File: config.mk
export PLATFORM = sky130hd
export DESIGN_NAME = manchester_codec
export DESIGN_NICKNAME = d
export VERILOG_FILES = /design/src/rtl/manchester_codec.sv
export SDC_FILE = /design/constraint.sdc
export NUM_CORES = 1
export LEC_CHECK = 0
export ABC_AREA = 1
export CORE_ASPECT_RATIO = 0.9
export CORE_MARGIN = 1
export CORE_UTILIZATION = 54
export CTS_CLUSTER_DIAMETER = 50
export CTS_CLUSTER_SIZE = 25
export DETAILED_ROUTE_END_ITERATION = 16
export PLACE_DENSITY = 0.76
export SYNTH_ARGS = -nofsm -noshare
export SYNTH_HDL_FRONTEND = slang
export SYNTH_SLANG_ARGS = --single-unit
File: constraint.sdc
create_clock -name clk -period 2.5 [get_ports clk]
set_clock_uncertainty 0.2 [all_clocks]
set_input_delay 0.375 -clock clk [delete_from_list [all_inputs] [get_ports clk]]
set_output_delay 0.375 -clock clk [all_outputs]
set_load 0.02 [all_outputs]
File: src/rtl/manchester_codec.sv
// Manchester transmitter and receiver pair sharing one clock.
// TX frames each word as a start bit plus DATA_W data bits, MSB first.
// RX resynchronises on mid-bit edges and drops frames that contain a code violation.
module manchester_codec #(
  parameter int unsigned DATA_W       = 8,
  parameter int unsigned HALF_BIT_CYC = 4,
  parameter bit          POLARITY     = 1'b0
) (
  input  logic              clk,
  input  logic              rst,
  input  logic              s_valid,
  output logic              s_ready,
  input  logic [DATA_W-1:0] s_data,
  output logic              tx_line,
  output logic              tx_busy,
  input  logic              rx_line,
  output logic              m_valid,
  output logic [DATA_W-1:0] m_data,
  output logic              rx_err
);

  localparam logic        IDLE_LVL = ~POLARITY;
  localparam int unsigned BW       = $clog2(DATA_W + 1);
  localparam int unsigned HW       = $clog2(HALF_BIT_CYC);
  localparam int unsigned PW       = $clog2(2 * HALF_BIT_CYC);

  localparam logic [HW-1:0] HALF_LAST = HW'(HALF_BIT_CYC - 1);
  localparam logic [PW-1:0] SAMP0     = PW'(HALF_BIT_CYC / 2);
  localparam logic [PW-1:0] SAMP1     = PW'(HALF_BIT_CYC + HALF_BIT_CYC / 2);
  // Phase one cycle past the mid-bit edge, so the next 2nd-half sample lands HALF/2 after it
  localparam logic [PW-1:0] RELOAD    = PW'(HALF_BIT_CYC + 1);
  localparam logic [PW-1:0] PH_LAST   = PW'(2 * HALF_BIT_CYC - 1);

  typedef enum logic [1:0] {TxIdle, TxStart, TxData} tx_state_e;
  typedef enum logic [1:0] {RxIdle, RxData, RxHoldoff} rx_state_e;

  // ---------------------------------------------------------------------------
  // Transmitter
  // ---------------------------------------------------------------------------
  tx_state_e         tx_state_q;
  logic [DATA_W-1:0] tx_shift_q;
  logic [DATA_W-1:0] tx_shift_nxt;
  logic [BW-1:0]     tx_bit_q;
  logic [HW-1:0]     tx_cyc_q;
  logic              tx_half_q;

  assign tx_shift_nxt = tx_shift_q << 1;

  // TX FSM: accept a word, then walk start bit and data bits half by half
  always_ff @(posedge clk) begin
    if (rst) begin
      tx_state_q <= TxIdle;
      tx_shift_q <= '0;
      tx_bit_q   <= '0;
      tx_cyc_q   <= '0;
      tx_half_q  <= 1'b0;
      tx_line    <= IDLE_LVL;
      tx_busy    <= 1'b0;
      s_ready    <= 1'b0;
    end else begin
      unique case (tx_state_q)
        TxIdle: begin
          s_ready <= 1'b1;
          if (s_valid && s_ready) begin
            s_ready    <= 1'b0;
            tx_busy    <= 1'b1;
            tx_shift_q <= s_data;
            tx_cyc_q   <= '0;
            tx_half_q  <= 1'b0;
            tx_state_q <= TxStart;
            tx_line    <= POLARITY;  // 1st half of the start bit ('1')
          end
        end
        TxStart, TxData: begin
          tx_cyc_q <= tx_cyc_q + 1'b1;
          if (tx_cyc_q == HALF_LAST) begin
            tx_cyc_q  <= '0;
            tx_half_q <= ~tx_half_q;
            if (!tx_half_q) begin
              tx_line <= (tx_state_q == TxStart) ? ~POLARITY : tx_shift_q[DATA_W-1] ^ POLARITY;
            end else if (tx_state_q == TxStart) begin
              tx_state_q <= TxData;
              tx_bit_q   <= BW'(DATA_W - 1);
              tx_line    <= ~tx_shift_q[DATA_W-1] ^ POLARITY;
            end else if (tx_bit_q == '0) begin
              tx_state_q <= TxIdle;
              tx_busy    <= 1'b0;
              tx_line    <= IDLE_LVL;
            end else begin
              tx_shift_q <= tx_shift_nxt;
              tx_bit_q   <= tx_bit_q - 1'b1;
              tx_line    <= ~tx_shift_nxt[DATA_W-1] ^ POLARITY;
            end
          end
        end
        default: tx_state_q <= TxIdle;
      endcase
    end
  end

  // ---------------------------------------------------------------------------
  // Receiver
  // ---------------------------------------------------------------------------
  logic              rx_s1_q, rx_s2_q, rx_s3_q;
  logic              rx_lvl, rx_edge, rx_bitval;
  rx_state_e         rx_state_q;
  logic [PW-1:0]     rx_ph_q;
  logic [PW-1:0]     rx_hold_q;
  logic [BW-1:0]     rx_bit_q;
  logic              rx_first_q;
  logic [DATA_W-1:0] rx_shift_q;
  logic [DATA_W-1:0] rx_shift_nxt;

  assign rx_lvl       = rx_s2_q;
  assign rx_edge      = rx_s2_q ^ rx_s3_q;
  assign rx_bitval    = rx_lvl ^ POLARITY;
  assign rx_shift_nxt = DATA_W'({rx_shift_q, rx_bitval});

  // RX synchroniser and FSM: hunt start edge, sample halves, resync on mid-bit edges
  always_ff @(posedge clk) begin
    if (rst) begin
      rx_s1_q    <= IDLE_LVL;
      rx_s2_q    <= IDLE_LVL;
      rx_s3_q    <= IDLE_LVL;
      rx_state_q <= RxIdle;
      rx_ph_q    <= '0;
      rx_hold_q  <= '0;
      rx_bit_q   <= '0;
      rx_first_q <= 1'b0;
      rx_shift_q <= '0;
      m_valid    <= 1'b0;
      m_data     <= '0;
      rx_err     <= 1'b0;
    end else begin
      rx_s1_q <= rx_line;
      rx_s2_q <= rx_s1_q;
      rx_s3_q <= rx_s2_q;
      m_valid <= 1'b0;
      rx_err  <= 1'b0;
      unique case (rx_state_q)
        RxIdle: begin
          if (rx_edge && (rx_lvl != IDLE_LVL)) begin
            rx_state_q <= RxData;
            rx_ph_q    <= PW'(1);
            rx_bit_q   <= BW'(DATA_W);  // DATA_W indexes the start bit
          end
        end
        RxData: begin
          rx_ph_q <= (rx_ph_q == PH_LAST) ? '0 : rx_ph_q + 1'b1;
          if (rx_ph_q == SAMP0) begin
            rx_first_q <= rx_lvl;
          end else if (rx_edge && (rx_ph_q > SAMP0) && (rx_ph_q < SAMP1)) begin
            rx_ph_q <= RELOAD;
          end else if (rx_ph_q == SAMP1) begin
            if ((rx_lvl == rx_first_q) || ((rx_bit_q == BW'(DATA_W)) && !rx_bitval)) begin
              rx_err     <= 1'b1;
              rx_hold_q  <= '0;
              rx_state_q <= RxHoldoff;
            end else if (rx_bit_q == BW'(DATA_W)) begin
              rx_bit_q <= rx_bit_q - 1'b1;
            end else begin
              rx_shift_q <= rx_shift_nxt;
              rx_bit_q   <= rx_bit_q - 1'b1;
              if (rx_bit_q == '0) begin
                m_data     <= rx_shift_nxt;
                m_valid    <= 1'b1;
                rx_state_q <= RxIdle;
              end
            end
          end
        end
        RxHoldoff: begin
          if (rx_lvl != IDLE_LVL) begin
            rx_hold_q <= '0;
          end else if (rx_hold_q == PH_LAST) begin
            rx_state_q <= RxIdle;
          end else begin
            rx_hold_q <= rx_hold_q + 1'b1;
          end
        end
        default: rx_state_q <= RxIdle;
      endcase
    end
  end

endmodule

==> results of run 1 <==
worst min-delay path by stage:
| stage | cells after the start | to | startpoint |
|---|---|---|---|
| 6_report | 1 | rx_bitval | rx_s1_q |
| 5_1_grt | 1 | rx_bitval | rx_s1_q |
| 4_1_cts | 1 | rx_bitval | rx_s1_q |
| 3_5_place_dp | 1 | rx_bitval | rx_s1_q |
| 3_3_place_gp | 1 | rx_bitval | rx_s1_q |
| 2_1_floorplan | 1 | rx_bitval | rx_s1_q |
what timing repair did:
action	in CTS	in global routing
setup endpoints to repair	0	1
gates resized for setup	0	1
endpoints found under the hold margin	0	0
cells in the final DEF (no fill, tap or decap), types with 4 or more instances in the layout:
| cell type | instances |
|---|---|
| nand2_1 | 83 |
| nor2_1 | 58 |
| dfxtp_1 | 53 |
| inv_1 | 26 |
| clkdlybuf4s50_1 | 24 |
| a21oi_1 | 23 |
| nand3_1 | 21 |
| o21ai_0 | 16 |
| ha_1 | 14 |
| nor3_1 | 11 |
| inv_2 | 8 |
| o21bai_1 | 7 |
| clkbuf_8 | 6 |
| nand4_1 | 4 |
cell type report:
cell class / count / area, um^2
multi-input cells: 256 / 1318
flip-flops and latches: 53 / 1061
repair buffers: 25 / 247.7
well taps: 62 / 77.57
clock buffers: 6 / 82.58
inverters: 34 / 127.6
clock inverters: 2 / 16.27
fillers: 374 / 1530
registers in the layout, summed over array words and instances (netlist names):
| signal | count |
|---|---|
| tx_half_q | 1 |
| rx_hold_q | 3 |
| tx_bit_q | 4 |
| tx_line | 1 |
| rx_ph_q | 3 |
| tx_cyc_q | 2 |
| rx_s1_q | 1 |
| tx_state_q | 2 |
| tx_busy | 1 |
| rx_err | 1 |
| rx_first_q | 1 |
| rx_bitval | 1 |
| rx_bit_q | 4 |
| m_data | 8 |
| rx_s3_q | 1 |
| s_ready | 1 |
| rx_state_q | 2 |
| rx_shift_q | 7 |
| m_valid | 1 |
| tx_shift_q | 8 |
critical path: cells and delay by family (launching register included):
kind	cells	cell delay, ns
buffers and inverters	2	0.25
AOI/OAI and AO/OA	1	0.13
DFF	1	0.39
and+or+nand+nor	5	0.62
adders and majority gates	1	0.51
per-stage QoR:
stage	setup WS, ns	hold slack (ns)
6_report	0.3462	0.2238
5_1_grt	0.1125	0.2395
4_1_cts	0.2120	0.2239
3_5_place_dp	0.2507	0.2005
3_3_place_gp	0.3320	0.1926
2_1_floorplan	0.6948	0.1895
layer usage:
metal / GRT usage [%] / up-vias
li1: - / 1178
met1: 30.98 / 979
met2: 35.68 / 41
met3: 5.295 / 10
met4: 8.413 / 0
met5: 0 / -
logic make-up after synthesis:
logic type,count (synthesis)
buffers and inverters,40
AOI/OAI and AO/OA,50
adders and majority gates,15
DFF,53
xor gates and xnor gates,2
and+or+nand+nor,189
synthesized netlist by cell type, drive strengths merged, types with 3 or more instances:
cell     n
o21ai   17
or2      3
a21oi   23
clkbuf   5
nand3   23
o21bai   7
nand4    5
nor3    11
nand2   87
nor2    60
ha      15
inv     34
dfxtp   53
power groups by stage:
stage,Clock (mW),Combinational (mW),Sequential (mW)
2_1_floorplan,0,0.496,1.02
3_3_place_gp,0,0.651,1.01
3_5_place_dp,0,0.659,1.02
4_1_cts,0.533,0.664,0.996
5_1_grt,0.565,0.762,1.01
6_report,0.523,0.672,0.998
==> metrics.csv, run 1 <==
metric;value;unit
finalInstanceArea;2930;um^2
met2_length;2.217;mm
combPwrFrac;30.6;%
top_layer_used;met4;
drive_above_1_share;7.979;%
ir_worst_vdd;0.4730;mV
drc;0;
synth_xor_area_share;0.6931;%
clock_tree.buffer_depth;2;
yosysTopAreaCell;dfxtp_1;
syn_area_per_cell;7.242;um^2
reg2reg_to;tx_shift_q[2];
hold_viol_final;0;
drt-met1-wl;2.548;mm
fin_cells;438;
synthDistinctLibCells;27;
path_cells;inv_1 > ha_2 > inv_2 > or2_4 > nand2_4 > nor2_4 > nand2_4 > nand2_1 > a21oi_1;
grt_overflow_total;0;
yosysWarnings;0;
cts_tree;done;
ant_nets;0;
syn2layout_area_growth;15.94;%
drt_iter0_drc;149;
syn_inst;349;
cp-end-kind;flop;
worstSetupPathType;reg2reg;
crit_path_end;tx_shift_q[2];
synth_flop_cell;dfxtp_1;
grt_max_degree;35;
ys_ff_latch;53;
cts_htree_levels;2;
io_buffers;24;
io_pins;25;
path_clk_slew;0.10;ns
fin_setup_tns;0;ns
wl;5.030;mm
numClockSinks;53;
rsz0062_at_grt;no;
synth_top_family_by_area;simple AND/OR/NAND/NOR gates;
seqPwrFrac;45.5;%
reg2reg_depth;9;
gp_congestion;0.8307;
r2r-start;tx_state_q[1];
clockRootBuffer;clkbuf_8;
coreArea;4461;um^2
cp_max_fo;13;
drv_slew;0;
synth_enable_flop_cells;0;
vias_per_cell;5.041;
synth.area.top_cells;dfxtp_1 (42%), nand2_1 (12%), nor2_1 (8.6%), ha_1 (7.4%), a21oi_1 (4.6%);
critPathMostFrequentCell;nand2_4;
placed_cell_area;2829;um^2
chipHeight;66.91;um
r2r_slack;0.35;ns
syn-num-nets;376;
synth-simple-area-share;33.12;%
setup_viol;0;
postLayoutCoreUtil;65.69;%
finalCritPeriodShare;86.15;%
die_w;74.12;um
first_pass_iters;4;
p_int;1.405;mW
hpwl;3.530;mm
arrival;2.20;ns
num_vias;2208;
p_leak;1.302;nW
synthArstFlopShare;0;%
postCtsSetupBuffers;0;
grt_pass1_vias;2011;
final_nets;402;
worst_pin_slew;0.5187;ns
track_usage;23.04;%
status;finished clean;
grt_pass1_wl;8.735;mm
antenna_cells;0;
maxCapViolations;0;
p_switching;0.7874;mW
synth-compound-area-share;10.79;%
clkPwrFrac;23.9;%
hp-class;reg2reg;
rows;23;
cts_inserted_buffers;5;
cp.required;2.55;ns
antenna_found_initial;0;
powerDensity;748.2;nW/um^2
initial_utilization;56.66;%
wl_per_cell;11.48;um
die-area;4959;um^2
crit_path_max_incr_delay;0.51;ns
startpoint_type;flop;
seq_area_frac_synth;41.98;%
finalPower;2.192;mW
synth.area.mux_share;0;%
critPathSlowestCell;ha_2;
finalCriticalPeriod;2.154;ns
ctsHoldBuffers;0;
clk_latency;0.31;ns
clock.fmax;464.3;MHz
slew_headroom;65.38;%
swShare;35.92;%
synth_fa_ha_area_share;7.426;%
wl_met3;179;um
dp_cells;430;
crit_start;tx_state_q[1];
netlist_area;2527;um^2
yosysTopAreaCellShare;41.98;%
Power figures use the tool's default switching activity.
==> run 2, diff against run 1 <==
- clock period: 2.5 -> 2.14 ns (I/O delays scaled with it)
==> metrics.csv, run 2 (synthesis gave the netlist of run 1 again) <==
metric;value;unit;change
ant_nets;0;;unchanged
combPwrFrac;32.4;%;+1.8 points
clkPwrFrac;23.4;%;-0.5 points
rsz0062_at_grt;no;;
swShare;36.58;%;+0.66 points
cts_htree_levels;2;;unchanged
hold_viol_final;0;;unchanged
antenna_cells;0;;unchanged
cts_tree;done;;
worstHoldStart;rx_s1_q;;
syn2layout_area_growth;17.08;%;
multi_input_area;1324;um^2;+0.48%
maxCapViolations;0;;unchanged
hp-class;reg2reg;;
finalCritPeriodShare;92.69;%;+6.5 points
grt_pass1_wl;8.576;mm;-1.8%
hpwl;3.602;mm;+2.0%
p_int;1.670;mW;+19%
ir_worst_vdd;0.7484;mV;+58%
layout_top_registers;m_data: 8 flops, tx_shift_q: 8 flops, rx_shift_q: 7 flops;;
initial_utilization;56.66;%;unchanged
antenna_found_initial;0;;unchanged
seq_area;1061;um^2;unchanged
final_cell_mix;nand2_1 (83), nor2_1 (57), dfxtp_1 (53);;
worstSetupPathType;reg2reg;;
hold_end;rx_bitval;;
drc;0;;unchanged
drv_slew;0;;unchanged
drive_above_1_share;8.947;%;+0.97 points
powerDensity;889.6;nW/um^2;+19%
setup_viol;0;;unchanged
grt_pass1_vias;2008;;-0.15%
fin_setup_tns;0;ns;unchanged
path_clk_slew;0.10;ns;about the same
numClockSinks;53;;unchanged
wl;5.302;mm;+5.4%
slew_headroom;65.24;%;-0.14 points
clock.fmax;504.1;MHz;+8.6%
finalCriticalPeriod;1.984;ns;-0.1703 ns
track_usage;22.69;%;-0.35 points
reg2reg_depth;7;;-2
io_buffers;24;;unchanged
gp_congestion;0.8444;;+1.6%
r2r_slack;0.16;ns;-0.19 ns
p_switching;0.9628;mW;+22%
die-area;4959;um^2;unchanged
fill_cells;399;;+6.7%
r2r-start;tx_state_q[0];;
clock_tree.buffer_depth;2;;unchanged
postLayoutCoreUtil;66.34;%;+0.65 points
cp_max_fo;5;;-8
clockRootBuffer;clkbuf_8;;
dp_cells;433;;+0.70%
final_nets;406;;+1.0%
num_vias;2281;;+3.3%
die_w;74.12;um;unchanged
startpoint_type;flop;;
clk_latency;0.32;ns;about the same
p_leak;1.318;nW;+1.2%
cp-end-kind;flop;;
chipHeight;66.91;um;unchanged
arrival;2.03;ns;-0.17 ns
worst_pin_slew;0.5208;ns;+0.002139 ns
rows;23;;unchanged
final_common_cell;nand2_1;;
cts_inserted_buffers;5;;unchanged
reg2reg_to;tx_shift_q[2];;
ctsHoldBuffers;0;;unchanged
wl_per_cell;12.00;um;+4.5%
seqPwrFrac;44.2;%;-1.3 points
hold_ws;0.2171;ns;-0.006612 ns
first_pass_iters;4;;unchanged
grt_overflow_total;0;;unchanged
coreArea;4461;um^2;unchanged
io_pins;25;;unchanged
status;finished clean;;
cp.required;2.19;ns;-0.36 ns
vias_per_cell;5.161;;+2.4%
fin_cells;442;;+0.91%
grt_max_degree;35;;unchanged
drt_iter0_drc;103;;-31%
holdPathStages;1;;unchanged
## run 2: worst max-delay path, cell delays in order, from the launching register on
cell and delay [ns]:
dfxtp_1 0.39, inv_1 0.10, ha_1 0.37, nand2_1 0.13, nand3_1 0.19, nor2_2 0.27
nand3_1 0.10, a21oi_1 0.15
## run 2: metal layers
layer / GRT usage, % / share of wire (%) / vias to the layer above
li1: - / - / 1189
met1: 29.31 / 50 / 1055
met2: 36.48 / 46 / 29
met3: 4.085 / 2.9 / 8
met4: 10.34 / 1.7 / 0
met5: 0 / 0 / -
## run 2: what timing repair did
action	in CTS	in global routing
endpoints found under the hold margin	0	0
buffers inserted	0	0
resized for setup	0	1
setup endpoints to repair	0	9
## run 2: power by group through the flow
stage          logic (mW)  clock network, mW  registers (mW)
2_1_floorplan       0.579                  0            1.19
3_3_place_gp        0.796                  0            1.18
3_5_place_dp        0.813                  0            1.18
4_1_cts             0.827              0.628            1.16
5_1_grt             0.957              0.665            1.18
6_report            0.853              0.617            1.16
## run 2: final cells by class
cell class	count	area share, %
multi-input cells	257	44.74
flip-flops and latches	53	35.86
repair buffers	28	9.133
inverters	34	4.313
clock buffers	6	2.791
well taps	62	2.622
clock inverters	2	0.5497
## run 2: how the worst max path moves through the flow
stage                   from             to  slack [ns]  cells after the start
2_1_floorplan  tx_state_q[0]  tx_shift_q[6]        0.33                      9
3_3_place_gp   tx_state_q[0]  tx_shift_q[0]        0.25                      8
3_5_place_dp   tx_state_q[0]  tx_shift_q[0]        0.17                      8
4_1_cts        tx_state_q[0]  tx_shift_q[0]        0.13                      8
5_1_grt        tx_state_q[0]  tx_shift_q[1]       0.004                      8
6_report       tx_state_q[0]  tx_shift_q[2]        0.16                      7
## run 2: stage by stage
step / setup WS (ns) / instance area, um^2 / power, mW
final: 0.1564 / 2959 / 2.632
after global routing: 0.003829 / 2959 / 2.798
after CTS: 0.1285 / 2950 / 2.617
after detailed placement: 0.1668 / 2851 / 1.997
after global placement: 0.2489 / 2851 / 1.974
after floorplan: 0.3348 / 2527 / 1.770
==> run 3, diff against run 2 <==
--- a/config.mk
+++ b/config.mk
@@ -10,3 +10,3 @@
 export CORE_MARGIN = 1
-export CORE_UTILIZATION = 54
+export CORE_UTILIZATION = 56
 export CTS_CLUSTER_DIAMETER = 50
@@ -14,3 +14,3 @@
 export DETAILED_ROUTE_END_ITERATION = 16
-export PLACE_DENSITY = 0.76
+export PLACE_DENSITY = 0.79
 export SYNTH_ARGS = -nofsm -noshare
==> constraint.sdc (replaced) <==
create_clock -name clk -period 2.14 [get_ports clk]
set_clock_uncertainty 0.2 [all_clocks]
set_input_delay 0.428 -clock clk [delete_from_list [all_inputs] [get_ports clk]]
set_output_delay 0.428 -clock clk [all_outputs]
set_load 0.02 [all_outputs]
==> metrics.csv, run 3 (synthesis gave the netlist of run 1 again) <==
metric;value;unit;change
status;finished clean;;
die_w;72.82;um;-1.8%
worstHoldStart;rx_s1_q;;
critPathBufInv;2;;+1
first_pass_iters;4;;unchanged
setup_viol;0;;unchanged
rsz0062_at_grt;no;;
reg2reg_depth;8;;+1
swShare;36.81;%;+0.23 points
cts_tree;done;;
hold_viol_final;0;;unchanged
drive_above_1_share;10.44;%;+1.5 points
layout_top_registers;m_data: 8 flops, tx_shift_q: 8 flops, rx_shift_q: 7 flops;;
clockRootBuffer;clkbuf_8;;
placed_cell_area;2872;um^2;+0.70%
track_usage;23.64;%;+0.95 points
wl;5.153;mm;-2.8%
clk_latency;0.31;ns;about the same
critPathMostFrequentCell;nor2_1;;
seqPwrFrac;44.5;%;+0.3 points
final_common_cell;nand2_1;;
r2r-start;tx_state_q[1];;
coreArea;4212;um^2;-5.6%
die-area;4786;um^2;-3.5%
num_vias;2280;;-0.044%
worstSetupPathType;reg2reg;;
clkPwrFrac;22.4;%;-1.0 points
grt_pass1_vias;2032;;+1.2%
p_switching;0.9605;mW;-0.24%
numClockSinks;53;;unchanged
fin_setup_tns;0;ns;unchanged
antenna_found_initial;0;;unchanged
holdPathStages;1;;unchanged
grt_overflow_total;0;;unchanged
dp_cells;434;;+0.23%
worst_pin_slew;0.3695;ns;-0.1513 ns
chipHeight;65.74;um;-1.7%
wl_per_cell;11.63;um;-3.0%
syn2layout_area_growth;18.02;%;
cts_htree_levels;2;;unchanged
finalCriticalPeriod;1.982;ns;-0.002053 ns
path_cells;inv_1 > ha_2 > inv_2 > or2_4 > nand2_4 > nor2_1 > o21ai_0 > nor2_1;;
path_clk_slew;0.10;ns;about the same
p_int;1.649;mW;-1.2%
drt_iter0_drc;121;;+17%
vias_per_cell;5.147;;-0.27%
postCtsSetupBuffers;0;;unchanged
ctsResizeCount;0;;unchanged
clock.fmax;504.7;MHz;+0.10%
combPwrFrac;33.1;%;+0.7 points
path_delay_family;simple AND/OR/NAND/NOR gates;;
startpoint_type;flop;;
cp_max_fo;7;;+2
postLayoutCoreUtil;70.83;%;+4.5 points
initial_utilization;60.01;%;+3.3 points
hold_end;rx_bitval;;
p_leak;1.333;nW;+1.2%
slew_headroom;75.20;%;+10 points
reg2reg_to;tx_state_q[0];;
io_buffers;24;;unchanged
ir_worst_vdd;0.6810;mV;-9.0%
final_cell_mix;nand2_1 (83), nor2_1 (57), dfxtp_1 (52);;
finalInstanceArea;2983;um^2;+0.80%
powerDensity;874.9;nW/um^2;-1.7%
antenna_cells;0;;unchanged
grt_pass1_wl;8.838;mm;+3.1%
gp_congestion;0.8096;;-4.1%
ctsHoldBuffers;0;;unchanged
cp.required;2.14;ns;-0.05 ns
rows;22;;-4.3%
drc;0;;unchanged
io_pins;25;;unchanged
arrival;1.98;ns;-0.05 ns
clock_tree.buffer_depth;2;;unchanged
fin_cells;443;;+0.23%
critPathSlowestCell;ha_2;;
drv_slew;0;;unchanged
finalCritPeriodShare;92.60;%;-0.096 points
cts_inserted_buffers;5;;unchanged
cp-end-kind;flop;;
hpwl;3.746;mm;+4.0%
final_nets;409;;+0.74%
crit_path_max_incr_delay;0.40;ns;about the same
ant_nets;0;;unchanged
maxCapViolations;0;;unchanged
grt_max_degree;20;;-43%
hp-class;reg2reg;;
r2r_slack;0.16;ns;about the same
run 3: changes by cell type in the layout (fill, tap and decap cells not counted), sizes merged:
cell and change:
clkbuf -1, clkinv +1, buf +3
run 3: final cells by class:
cell class	instances	area, um^2
Clock buffer	5	68.82
Sequential cell	53	1062
Fill cell	365	1229
Inverter	34	127.6
Multi-Input combinational cell	257	1331
Tap cell	60	75.07
Clock inverter	3	25.02
Timing Repair Buffer	31	292.8
run 3: worst max path at each step:
stage	from	end	slack, ns	cells past startpoint
floorplan	tx_state_q[0]	tx_shift_q[6]	0.33	9
global placement	s_valid	tx_shift_q[3]	0.19	8
global route	tx_state_q[1]	tx_bit_q[3]	0.03	9
CTS	tx_state_q[0]	tx_bit_q[3]	0.13	9
finish	tx_state_q[1]	tx_state_q[0]	0.16	8
detailed placement	s_valid	tx_shift_q[7]	0.11	8
run 3: through the flow:
| step | setup slack [ns] | hold WS [ns] | power (mW) |
|---|---|---|---|
| 3_5_place_dp | 0.1126 | 0.1942 | 1.995 |
| 3_3_place_gp | 0.1870 | 0.1911 | 1.975 |
| 4_1_cts | 0.1313 | 0.2244 | 2.577 |
| 6_report | 0.1585 | 0.2236 | 2.610 |
| 5_1_grt | 0.02517 | 0.2692 | 2.789 |
| 2_1_floorplan | 0.3348 | 0.1895 | 1.770 |
run 3: routing by layer:
metal / GRT usage (%) / wire (um)
met1: 31.74 / 2582
met2: 37.73 / 2344
met3: 6.595 / 178
met4: 5.147 / 48
met5: 0 / 0
run 3: power by group through the flow:
stage                     logic (mW)  registers [mW]  clock network (mW)
after global routing           0.964            1.17               0.651
after CTS                      0.821            1.16               0.597
final                          0.863            1.16               0.586
after detailed placement       0.815            1.18                   0
after floorplan                0.579            1.19                   0
after global placement         0.798            1.18                   0
